**src/rtl/dpdm_nrzi_bs_decode.sv**
```systemverilog
// USB full/low-speed receive front end: D+/D- line-state decode, NRZI decode,
// SYNC detection, bit unstuffing and EOP detection. One bit time per clock.
// Optional build macro RX_BS_ERROR_EN: when defined, a seventh consecutive
// one flags bs_error and aborts the packet; otherwise bs_error is tied low and
// the offending bit is dropped like a normal stuffed bit.
module dpdm_nrzi_bs_decode (
   input  logic clock,
   input  logic reset_n,
   input  logic rx_enable,
   input  logic DP,
   input  logic DM,
   output logic out_bit,
   output logic out_valid,
   output logic pkt_start,
   output logic pkt_end,
   output logic line_error,
   output logic bs_error
);

   typedef enum logic [1:0] {IDLE, SYNC, DATA, EOP} state_t;

   state_t     state, state_nx;
   logic       prev_j, prev_j_nx;   // last non-SE0 level was J
   logic [2:0] cnt, cnt_nx;         // sync bit / ones run / SE0 count, by state
   logic       out_bit_nx, out_valid_nx, pkt_start_nx, pkt_end_nx, line_error_nx;
   logic       se0, se1, lvl_j, lvl_k, nrzi;

   assign se0   = ~DP & ~DM;
   assign se1   =  DP &  DM;
   assign lvl_j =  DP & ~DM;
   assign lvl_k = ~DP &  DM;
   // Same level as last time decodes to 1, a transition to 0.
   assign nrzi  = (lvl_j == prev_j);

`ifdef RX_BS_ERROR_EN
   logic bs_error_nx;
`else
   assign bs_error = 1'b0;
`endif

   // Next-state and next-output decode; every output is registered below.
   always_comb begin
      state_nx      = state;
      cnt_nx        = cnt;
      prev_j_nx     = prev_j;
      out_bit_nx    = 1'b0;
      out_valid_nx  = 1'b0;
      pkt_start_nx  = 1'b0;
      pkt_end_nx    = 1'b0;
      line_error_nx = 1'b0;
`ifdef RX_BS_ERROR_EN
      bs_error_nx   = 1'b0;
`endif
      if (!se0 && !se1)
         prev_j_nx = lvl_j;

      case (state)
         IDLE: begin
            if (rx_enable && lvl_k) begin
               state_nx = SYNC;
               cnt_nx   = 3'd1;
            end
         end
         SYNC: begin
            if (se1) begin
               line_error_nx = 1'b1;
               state_nx      = IDLE;
            end else if (se0) begin
               state_nx = IDLE;
            end else if (cnt == 3'd7) begin
               // Eighth sync bit must be the closing 1 (the KK pair).
               if (nrzi) begin
                  pkt_start_nx = 1'b1;
                  state_nx     = DATA;
                  cnt_nx       = 3'd1;
               end else begin
                  state_nx = IDLE;
               end
            end else if (!nrzi) begin
               cnt_nx = cnt + 3'd1;
            end else begin
               state_nx = IDLE;
            end
         end
         DATA: begin
            if (se1) begin
               line_error_nx = 1'b1;
               state_nx      = IDLE;
            end else if (se0) begin
               state_nx = EOP;
               cnt_nx   = 3'd1;
            end else if (cnt < 3'd6) begin
               out_valid_nx = 1'b1;
               out_bit_nx   = nrzi;
               cnt_nx       = nrzi ? cnt + 3'd1 : 3'd0;
            end else if (!nrzi) begin
               // Stuffed zero after six ones: swallow it.
               cnt_nx = 3'd0;
            end else begin
`ifdef RX_BS_ERROR_EN
               bs_error_nx = 1'b1;
               state_nx    = IDLE;
`else
               cnt_nx = 3'd0;
`endif
            end
         end
         EOP: begin
            if (cnt == 3'd1 && se0) begin
               cnt_nx = 3'd2;
            end else begin
               state_nx = IDLE;
               if (cnt == 3'd2 && lvl_j)
                  pkt_end_nx = 1'b1;
               else
                  line_error_nx = 1'b1;
            end
         end
         default: state_nx = IDLE;
      endcase

      // Disarming the receiver aborts quietly from any state.
      if (!rx_enable) begin
         state_nx      = IDLE;
         out_bit_nx    = 1'b0;
         out_valid_nx  = 1'b0;
         pkt_start_nx  = 1'b0;
         pkt_end_nx    = 1'b0;
         line_error_nx = 1'b0;
`ifdef RX_BS_ERROR_EN
         bs_error_nx   = 1'b0;
`endif
      end

      // IDLE always restarts NRZI history from the idle J level.
      if (state_nx == IDLE) begin
         prev_j_nx = 1'b1;
         cnt_nx    = 3'd0;
      end
   end

   // State, history and output registers with asynchronous clear.
   always_ff @(posedge clock or negedge reset_n) begin
      if (!reset_n) begin
         state      <= IDLE;
         prev_j     <= 1'b1;
         cnt        <= 3'd0;
         out_bit    <= 1'b0;
         out_valid  <= 1'b0;
         pkt_start  <= 1'b0;
         pkt_end    <= 1'b0;
         line_error <= 1'b0;
      end else begin
         state      <= state_nx;
         prev_j     <= prev_j_nx;
         cnt        <= cnt_nx;
         out_bit    <= out_bit_nx;
         out_valid  <= out_valid_nx;
         pkt_start  <= pkt_start_nx;
         pkt_end    <= pkt_end_nx;
         line_error <= line_error_nx;
      end
   end

`ifdef RX_BS_ERROR_EN
   // Bit-stuff violation pulse register.
   always_ff @(posedge clock or negedge reset_n) begin
      if (!reset_n) bs_error <= 1'b0;
      else          bs_error <= bs_error_nx;
   end
`endif

endmodule

```
**config.mk**
```make
export PLATFORM = sky130hd
export DESIGN_NAME = dpdm_nrzi_bs_decode
export DESIGN_NICKNAME = d
export VERILOG_FILES = /design/src/rtl/dpdm_nrzi_bs_decode.sv
export SDC_FILE = /design/constraint.sdc
export NUM_CORES = 1
export LEC_CHECK = 0
export CORE_AREA = 5 5 50 52
export DETAILED_ROUTE_END_ITERATION = 6
export DIE_AREA = 0 0 55 57
export PLACE_DENSITY_LB_ADDON = 0.1
export SLEW_MARGIN = 10
export SYNTH_ARGS = -nofsm -noshare
export SYNTH_HDL_FRONTEND = slang
export SYNTH_SLANG_ARGS = --single-unit
export TNS_END_PERCENT = 30
```
**constraint.sdc**
```tcl
create_clock -name clock -period 1.9 [get_ports clock]
set_input_delay 0.475 -clock clock [delete_from_list [all_inputs] [get_ports clock]]
set_output_delay 0.475 -clock clock [all_outputs]
set_load 0.02 [all_outputs]
```
* Word level (Yosys, flattened, before mapping)
Cells that the tools add are included.
** Word-level totals
- Input port bits :: 5
- Latch bits :: 0
- ROM bits :: 0
- Output and inout port bits :: 6
- Memory bits (writable) :: 0
- Register bits after elaboration :: 11
- Word-level logic and storage cells :: 92
- Memories kept :: 0
** Cells by class
- Divide/modulo/power cells :: 0
- Add/sub/neg operators :: 1
- Multiply operators :: 0
- Order comparisons :: 1
- Mux-type cells :: 51
- Reductions and logical operators :: 11
- Bitwise operators :: 6
- Equal/unequal tests :: 14
- Shift operators :: 0
** Operators by type and width (number)
- $mux W3 :: 12
- $mux W1 :: 26
- $mux W2 :: 10
- $ne A3 B3 Y1 const B :: 5
- $pmux W3 S4 :: 1
- $ne A4 B4 Y1 const B :: 2
- $pmux W2 S4 :: 1
- $reduce_and A7 Y1 :: 1
- $and A1 B1 Y1 :: 4
- $eq A2 B2 Y1 const B :: 2
- $logic_and A1 B1 Y1 :: 4
- $logic_not A2 Y1 :: 2
- $add A3 B1 Y3 const B :: 1
- $eq A3 B1 Y1 const B :: 1
- $eq A3 B2 Y1 const B :: 1
- $eq A3 B3 Y1 const B :: 1
- $lt A3 B3 Y1 const B :: 1
- $eq A2 B1 Y1 const B :: 1
- $logic_not A1 Y1 :: 2
- $not A1 Y1 :: 2
- $pmux W1 S2 :: 1
- $reduce_bool A2 Y1 :: 1
- $reduce_or A2 Y1 :: 1
- $eq A1 B1 Y1 :: 1

* Longest topological paths before layout
Gate-level depths: netlist (run 1).
- Depth in word-level cells :: 12
- Depth in mapped cells :: 8
- Gate-level depth less buffers :: 7

* Worst setup path after synthesis (run 1)
No wires, ideal clock.
- Path kind :: input -> register
- From :: input DM
- To :: register cnt[0]
- Slack :: -0.022 ns
- Library setup time :: 0.094 ns
- Cell stages on the path :: 6
- Path buffers :: 0
- Data arrival time :: 1.829 ns
- Data required time :: 1.806 ns
- Cells stage by stage :: inv_1 > ha_1 > xnor3_2 > nor4_4 > o311ai_2 > a221oi_2
** On the way
- Cells in the longest elaborated chain, start to end :: 12
- Elaborated cells on any way between the ends :: 34
- Classes of those cells :: eq/ne (8); mux (17); bitwise (5); reduce/logical (4)
** Ends and longest elaborated chain
- start: declaration :: line 11 : input logic DM,
- $not A1 Y1 :: line 28, 30
- $and A1 B1 Y1 :: line 30 : assign lvl_j = DP & ~DM;
- $eq A1 B1 Y1 :: line 33 : assign nrzi = (lvl_j == prev_j);
- $mux W2, on equally long branches :: line 79, 72
- $mux W2 :: line 70 : end else if (cnt == 3'd7) begin
- $mux W2 :: line 68 : end else if (se0) begin
- $mux W2 :: line 65 : if (se1) begin
- $pmux W2 S4 :: line 57 : case (state)
- $mux W2 :: line 123 : if (!rx_enable) begin
- $logic_not A2 Y1 :: line 136 : if (state_nx == IDLE) begin
- $ne A4 B4 Y1 (no source line) or $ne A3 B3 Y1 (tied branches)
- $reduce_and A7 Y1 (no source line)
- end signal: assignment :: line 156 : cnt <= cnt_nx;
- end: declaration :: line 24 : logic [2:0] cnt, cnt_nx;
Parallel ways exist; a longest one is shown, timed or not. The select of a mux whose other input is x is not followed.
A chain may end at the register's enable or synchronous reset.

* Worst setup path in the final report (run 1)
- From :: register state[0]
- To :: register cnt[0]
** On the way
- Cells in the longest elaborated chain, start to end :: 9
- Elaborated cells on any way between the ends :: 25
- Classes of those cells :: eq/ne (10); mux (12); reduce/logical (3)
** Ends and longest elaborated chain
- start: declaration :: line 22 : state_t state, state_nx;
- start signal: assignment :: line 154 : state <= state_nx;
- $mux W2 :: line 79 : end else if (!nrzi) begin
- $mux W2 :: line 70
- $mux W2 :: line 68
- $mux W2 :: line 65
- $pmux W2 S4 :: line 57
- $mux W2 :: line 123
- $logic_not A2 Y1 :: line 136
- $ne A4 B4 Y1 (no source line) or $ne A3 B3 Y1 (tied branches)
- $reduce_and A7 Y1 (no source line)
Parallel ways exist; a longest one is shown, timed or not.

==> results_dict.tcl, run 1 <==
set metrics [dict create \
    status "finished clean" \
    cts_root_buf "clkbuf_4" \
    io_buffers 9 \
    placedCellCount 149 \
    core_sq_um 2060 \
    drt_iter0_markers 26 \
    syn_nets 110 \
    diodes 0 \
    final_cell_area_sq_um 1330 \
    powerDensity_nw_per_um2 829 \
    yosys_warnings 0 \
    antenna_found_initial 0 \
    yosysSeqAreaShare 0.307 \
    postSynthAreaPerCell_sq_um 9.79 \
    cts.sinks 11 \
    die_y_um 57 \
    tns_ps 0 \
    die_w_um 55 \
    ir_worst_vdd_uv 744 \
    cts_buffers 3 \
    post-route-period-util 0.966 \
    slowest_stage "dfrtp_1" \
    gp_congestion 0.881 \
    worst-setup-path-type "reg -> reg" \
    synth_edf_count 0 \
    synth.distinct_cells 38 \
    hold_path_class "in -> async" \
    crit_chain "inv_2 > ha_2 > nand2_2 > o311ai_4 > o311ai_4 > buf_4 > a221oi_2" \
    worst_slew_pin_slew_ps 511 \
    critPathMaxFanout 4 \
    skew_ps 1.53 \
    htreeDepth 1 \
    arrival_ps 2030 \
    die_area_sq_um 3140 \
    wirelength_um 2240 \
    slew_viol_final 0 \
    finalHoldViolCount 0 \
    first_global_vias 844 \
    end_kind "flop" \
    wire_per_inst_um 14.5 \
    critPathMaxStageDelay_ps 390 \
    clkTransAtPathRegs_ps 80 \
    hpwl_um 1750 \
    viasPerCell 5.23 \
    clock_latency_ps 280 \
    maxCapViolCount 0 \
    finalSetupViolCount 0 \
    synth_area_sq_um 901 \
    cts_tree "done" \
    required_ps 2090 \
    synthArstFlopShare 1.00 \
    gr-total-overflow 0 \
    syn_to_final_growth_pct 47.1 \
    leakagePower_uw 0.000587 \
    dr_total_vias 806 \
    rsz0062_at_grt "yes" \
    holdWs_ps 529 \
    postPlaceCellArea_sq_um 1180 \
    rows 17 \
    synth_ff_type "dfrtp_1" \
    slew-limit-headroom 0.658 \
    total_power_uw 1100 \
    critical_path.most_common_cell "o311ai_4" \
    clockBufferDepth 2 \
    min_period_ps 1840 \
    ios 11 \
    syn_inst 92 \
    ys_ff_latch 11 \
    grt_max_degree 12 \
    first_pass_iters 4 \
    track_usage 0.170 \
    antenna_left 0 \
    grt_pass1_wl_um 3810 \
    cts_hold_buf 0 \
    stdcell_count 154 \
    drive_above_1_share 0.437 \
    start_util 0.437 \
    remaining_drc_errors 0 \
    final_nets 145 \
    fmax_ghz 0.545 \
    start_kind "flop" \
]
## flip-flops by register name, summed over array words and instances (netlist names)
register and count:
out_bit 1, cnt 3, pkt_end 1, out_valid 1, line_error 1, pkt_start 1, prev_j 1, state 2
## cells by family (layout without fill, tap and decap cells)
| kind of cell | Yosys count | count (layout) | share of synthesized area |
|---|---|---|---|
| compound gates | 26 | 26 | 0.226 |
| simple gates | 25 | 25 | 0.171 |
| fa+ha+maj | 13 | 13 | 0.181 |
| buf+inv | 13 | 47 | 0.0639 |
| flops | 11 | 11 | 0.307 |
| xor+xnor | 2 | 2 | 0.0361 |
| other cells | 1 | 1 | 0.00416 |
| mux | 1 | 1 | 0.0111 |
## layout make-up
cell class	count	area, sq um
Tap cell	28	35.0
Multi-Input combinational cell	68	683
Clock inverter	1	5.00
Clock buffer	3	22.5
Timing Repair Buffer	33	265
Sequential cell	11	277
Fill cell	185	738
Inverter	10	37.5
## cell usage after synthesis, types with 2 or more instances
library cell  number  area [sq um]
o21ai_0            5          25.0
a21oi_1            3          15.0
ha_1              13           163
nand4b_1           2          17.5
buf_4              2          15.0
nand3b_1           2          15.0
o311ai_0           2          17.5
a22oi_1            3          22.5
dfrtp_1           10           250
nor2_1             3          11.3
nand2_1            7          26.3
nor3_1             5          25.0
inv_1             10          37.5
## metrics by stage
step / setup slack [ps] / utilization
after detailed placement: -588 / 0.572
after global routing: -13.6 / 0.642
after CTS: 9.98 / 0.621
after global placement: -525 / 0.572
final: 64.8 / 0.642
after floorplan: -21.2 / -
## power breakdown
part / switching (uW) / internal, uW / leakage [uW]
Combinational: 339 / 295 / 0.000421
Clock: 93.3 / 78.2 / 0.0000177
Sequential: 25.5 / 267 / 0.000149
## cell usage in the layout, fill, tap and decap left out, types with 3 or more instances in the layout
master | netlist | layout
clkdlybuf4s50_1 | 0 | 7
clkbuf_4 | 0 | 3
inv_2 | 0 | 3
ha_1 | 13 | 6
ha_4 | 0 | 3
nand2_1 | 7 | 6
a21oi_1 | 3 | 3
o311ai_4 | 0 | 3
nor3_1 | 5 | 5
inv_1 | 10 | 7
o21ai_0 | 5 | 5
nor2_1 | 3 | 3
ha_2 | 0 | 4
dfrtp_1 | 10 | 10
buf_4 | 2 | 24
## metal layers
layer | GRT usage | vias to the layer above | part of all wire
li1 | - | 404 | -
met4 | 0.111 | 0 | 0.035
met3 | 0.0235 | 8 | 0.022
met2 | 0.257 | 13 | 0.52
met5 | 0 | - | 0
met1 | 0.221 | 381 | 0.43
## what timing repair did
action | CTS | global route
pin swaps | 6 | 0
setup buffers | 0 | 1
setup endpoints to repair | 6 | 4
gates resized for setup | 19 | 10
## worst max-delay path, delay by kind of cell, from the launching register on
family / cells / cell delay, ps
compound gates: 3 / 720
flops: 1 / 390
buf+inv: 2 / 290
fa+ha+maj: 1 / 250
simple gates: 1 / 100
## worst paths after layout
kind	cells past startpoint	endpoint	start	slack [ps]
worst min register to register	2	prev_j	prev_j	610
min in group clock	2	prev_j	prev_j	610
worst min-delay path	1	state[0]	reset_n	530
worst max-delay path	7	cnt[0]	state[0]	60
worst max register to register	7	cnt[0]	state[0]	60
max in group asynchronous	1	prev_j	reset_n	1010
Note: power is estimated with default switching activity, not from simulation.
==> run 2, diff against run 1 <==
SKIP_CTS_REPAIR_TIMING = 1   (was default)
==> run 2 against run 1 <==
Register-to-register slack is essentially flat. Largest power group unchanged. Flip-flop and latch count unchanged. Sequential power barely moved. Via count is 0.50% higher. Non-clock buffer count up 1. Highest routed layer unchanged. Die area stayed put. First-iteration DRC count fell by 50%.
==> results_dict.tcl, run 2 (synthesis gave the netlist of run 1 again) <==
set metrics [dict create \
    cts.sinks 11 \
    maxCapViolCount 0 \
    clockBufferDepth 2 \
    crit_chain "inv_2 > ha_2 > nand2_1 > o311ai_4 > o311ai_2 > buf_4 > a221oi_2" \
    rsz0062_at_grt "yes" \
    antenna_found_initial 0 \
    powerDensity_nw_per_um2 815 \
    slowest_stage "dfrtp_1" \
    gr-total-overflow 0 \
    start_kind "flop" \
    dr_total_vias 810 \
    viasPerCell 5.23 \
    antenna_left 0 \
    total_power_uw 1080 \
    ios 11 \
    cts_tree "done" \
    regToRegStartpoint "state[0]" \
    core_sq_um 2060 \
    cts_buffers 3 \
    p_clk_frac 0.161 \
    slew-limit-headroom 0.657 \
    seqPwrFrac 0.269 \
    die_area_sq_um 3140 \
    skew_ps 0.555 \
    end_kind "flop" \
    switchingPower_uw 446 \
    drt_iter0_markers 13 \
    track_usage 0.163 \
    htreeDepth 1 \
    wirelength_um 2280 \
    die_w_um 55 \
    cts_root_buf "clkbuf_4" \
    start_util 0.437 \
    arrival_ps 2020 \
    first_global_vias 806 \
    io_buffers 9 \
    critPathMaxStageDelay_ps 390 \
    worst_slew_pin_slew_ps 513 \
    regArea_sq_um 277 \
    grt_pass1_wl_um 3640 \
    r2r_slack_ps 70 \
    hpwl_um 1750 \
    finalHoldViolCount 0 \
    gp_congestion 0.881 \
    reg_top3 "cnt x3, state x2" \
    rows 17 \
    multi_input_area_sq_um 666 \
    largest_reg_flops 3 \
    r2r_end "cnt[0]" \
    tns_ps 0 \
    critPathMaxFanout 4 \
    clkTransAtPathRegs_ps 80 \
    hold_path_class "in -> async" \
    first_pass_iters 4 \
    syn_to_final_growth_pct 47.1 \
    finalSetupViolCount 0 \
    ir_worst_vdd_uv 752 \
    grt_max_degree 12 \
    fillers 184 \
    status "finished clean" \
    slew_viol_final 0 \
    wire_per_inst_um 14.7 \
    drive_above_1_share 0.409 \
    p_int_uw 634 \
    diodes 0 \
    min_period_ps 1830 \
    clock_latency_ps 280 \
    remaining_drc_errors 0 \
    die_y_um 57 \
    fmax_ghz 0.546 \
    final_nets 146 \
    largest-register "cnt" \
    mostFrequentLayoutCells "buf_4, dfrtp_1, inv_1" \
    post-route-period-util 0.963 \
    reg2regPathDepth 7 \
    worst-setup-path-type "reg -> reg" \
    layout_commonest_cell "buf_4" \
    power_frac_comb 0.570 \
    required_ps 2090 \
    switching_share 0.413 \
    leakagePower_uw 0.000609 \
]
-- run 2: cell types whose count changed in the layout (fill, tap and decap cells not counted), sizes merged --
| cell | delta |
|---|---|
| buf | +1 |
| clkdlybuf4s15 | -1 |
| clkbuf | -1 |
| dlymetal6s2s | +2 |
-- run 2: layout make-up --
| cell class | instances | share of cell area |
|---|---|---|
| repair buffers | 34 | 0.213 |
| flip-flops and latches | 11 | 0.209 |
| clock buffers | 3 | 0.0170 |
| clock inverters | 1 | 0.00378 |
| multi-input cells | 68 | 0.502 |
| inverters | 10 | 0.0283 |
| well taps | 28 | 0.0264 |
-- run 2: power by group through the flow --
stage	registers, uW	clock network, uW	logic, uW
after floorplan	299	0	318
after detailed placement	296	0	520
after global routing	295	187	667
after CTS	292	174	522
final	291	174	615
after global placement	294	0	511
-- run 2: routing by layer --
layer	wire length, um	GRT usage	vias up
met5	0	0	-
li1	-	-	405
met3	36	0.0235	10
met1	1010	0.207	380
met4	106	0.111	0
met2	1130	0.248	15
-- run 2: worst max-delay path by stage --
stage              from      to
3_5_place_dp         DP  cnt[0]
4_1_cts              DP  cnt[0]
6_report       state[0]  cnt[0]
3_3_place_gp         DM  cnt[1]
5_1_grt          cnt[1]  cnt[2]
2_1_floorplan    cnt[0]  cnt[0]
-- run 2: stage by stage --
stage	std cells	setup slack (ps)	cell area, sq um	hold WS [ps]	util
final	155	69.6	1330	528	0.642
after global placement	149	-525	1180	623	0.572
after global routing	155	-24.1	1330	590	0.642
after CTS	153	-323	1210	558	0.586
after floorplan	92	-21.2	903	179	-
after detailed placement	149	-588	1180	624	0.572
-- run 2: critical path: cells and delay by family, from the launching register on --
family	cells	cell delay, ps
DFF	1	390
adders and majority gates	1	240
AOI/OAI and AO/OA	3	680
buffers and inverters	2	290
and+or+nand+nor	1	140
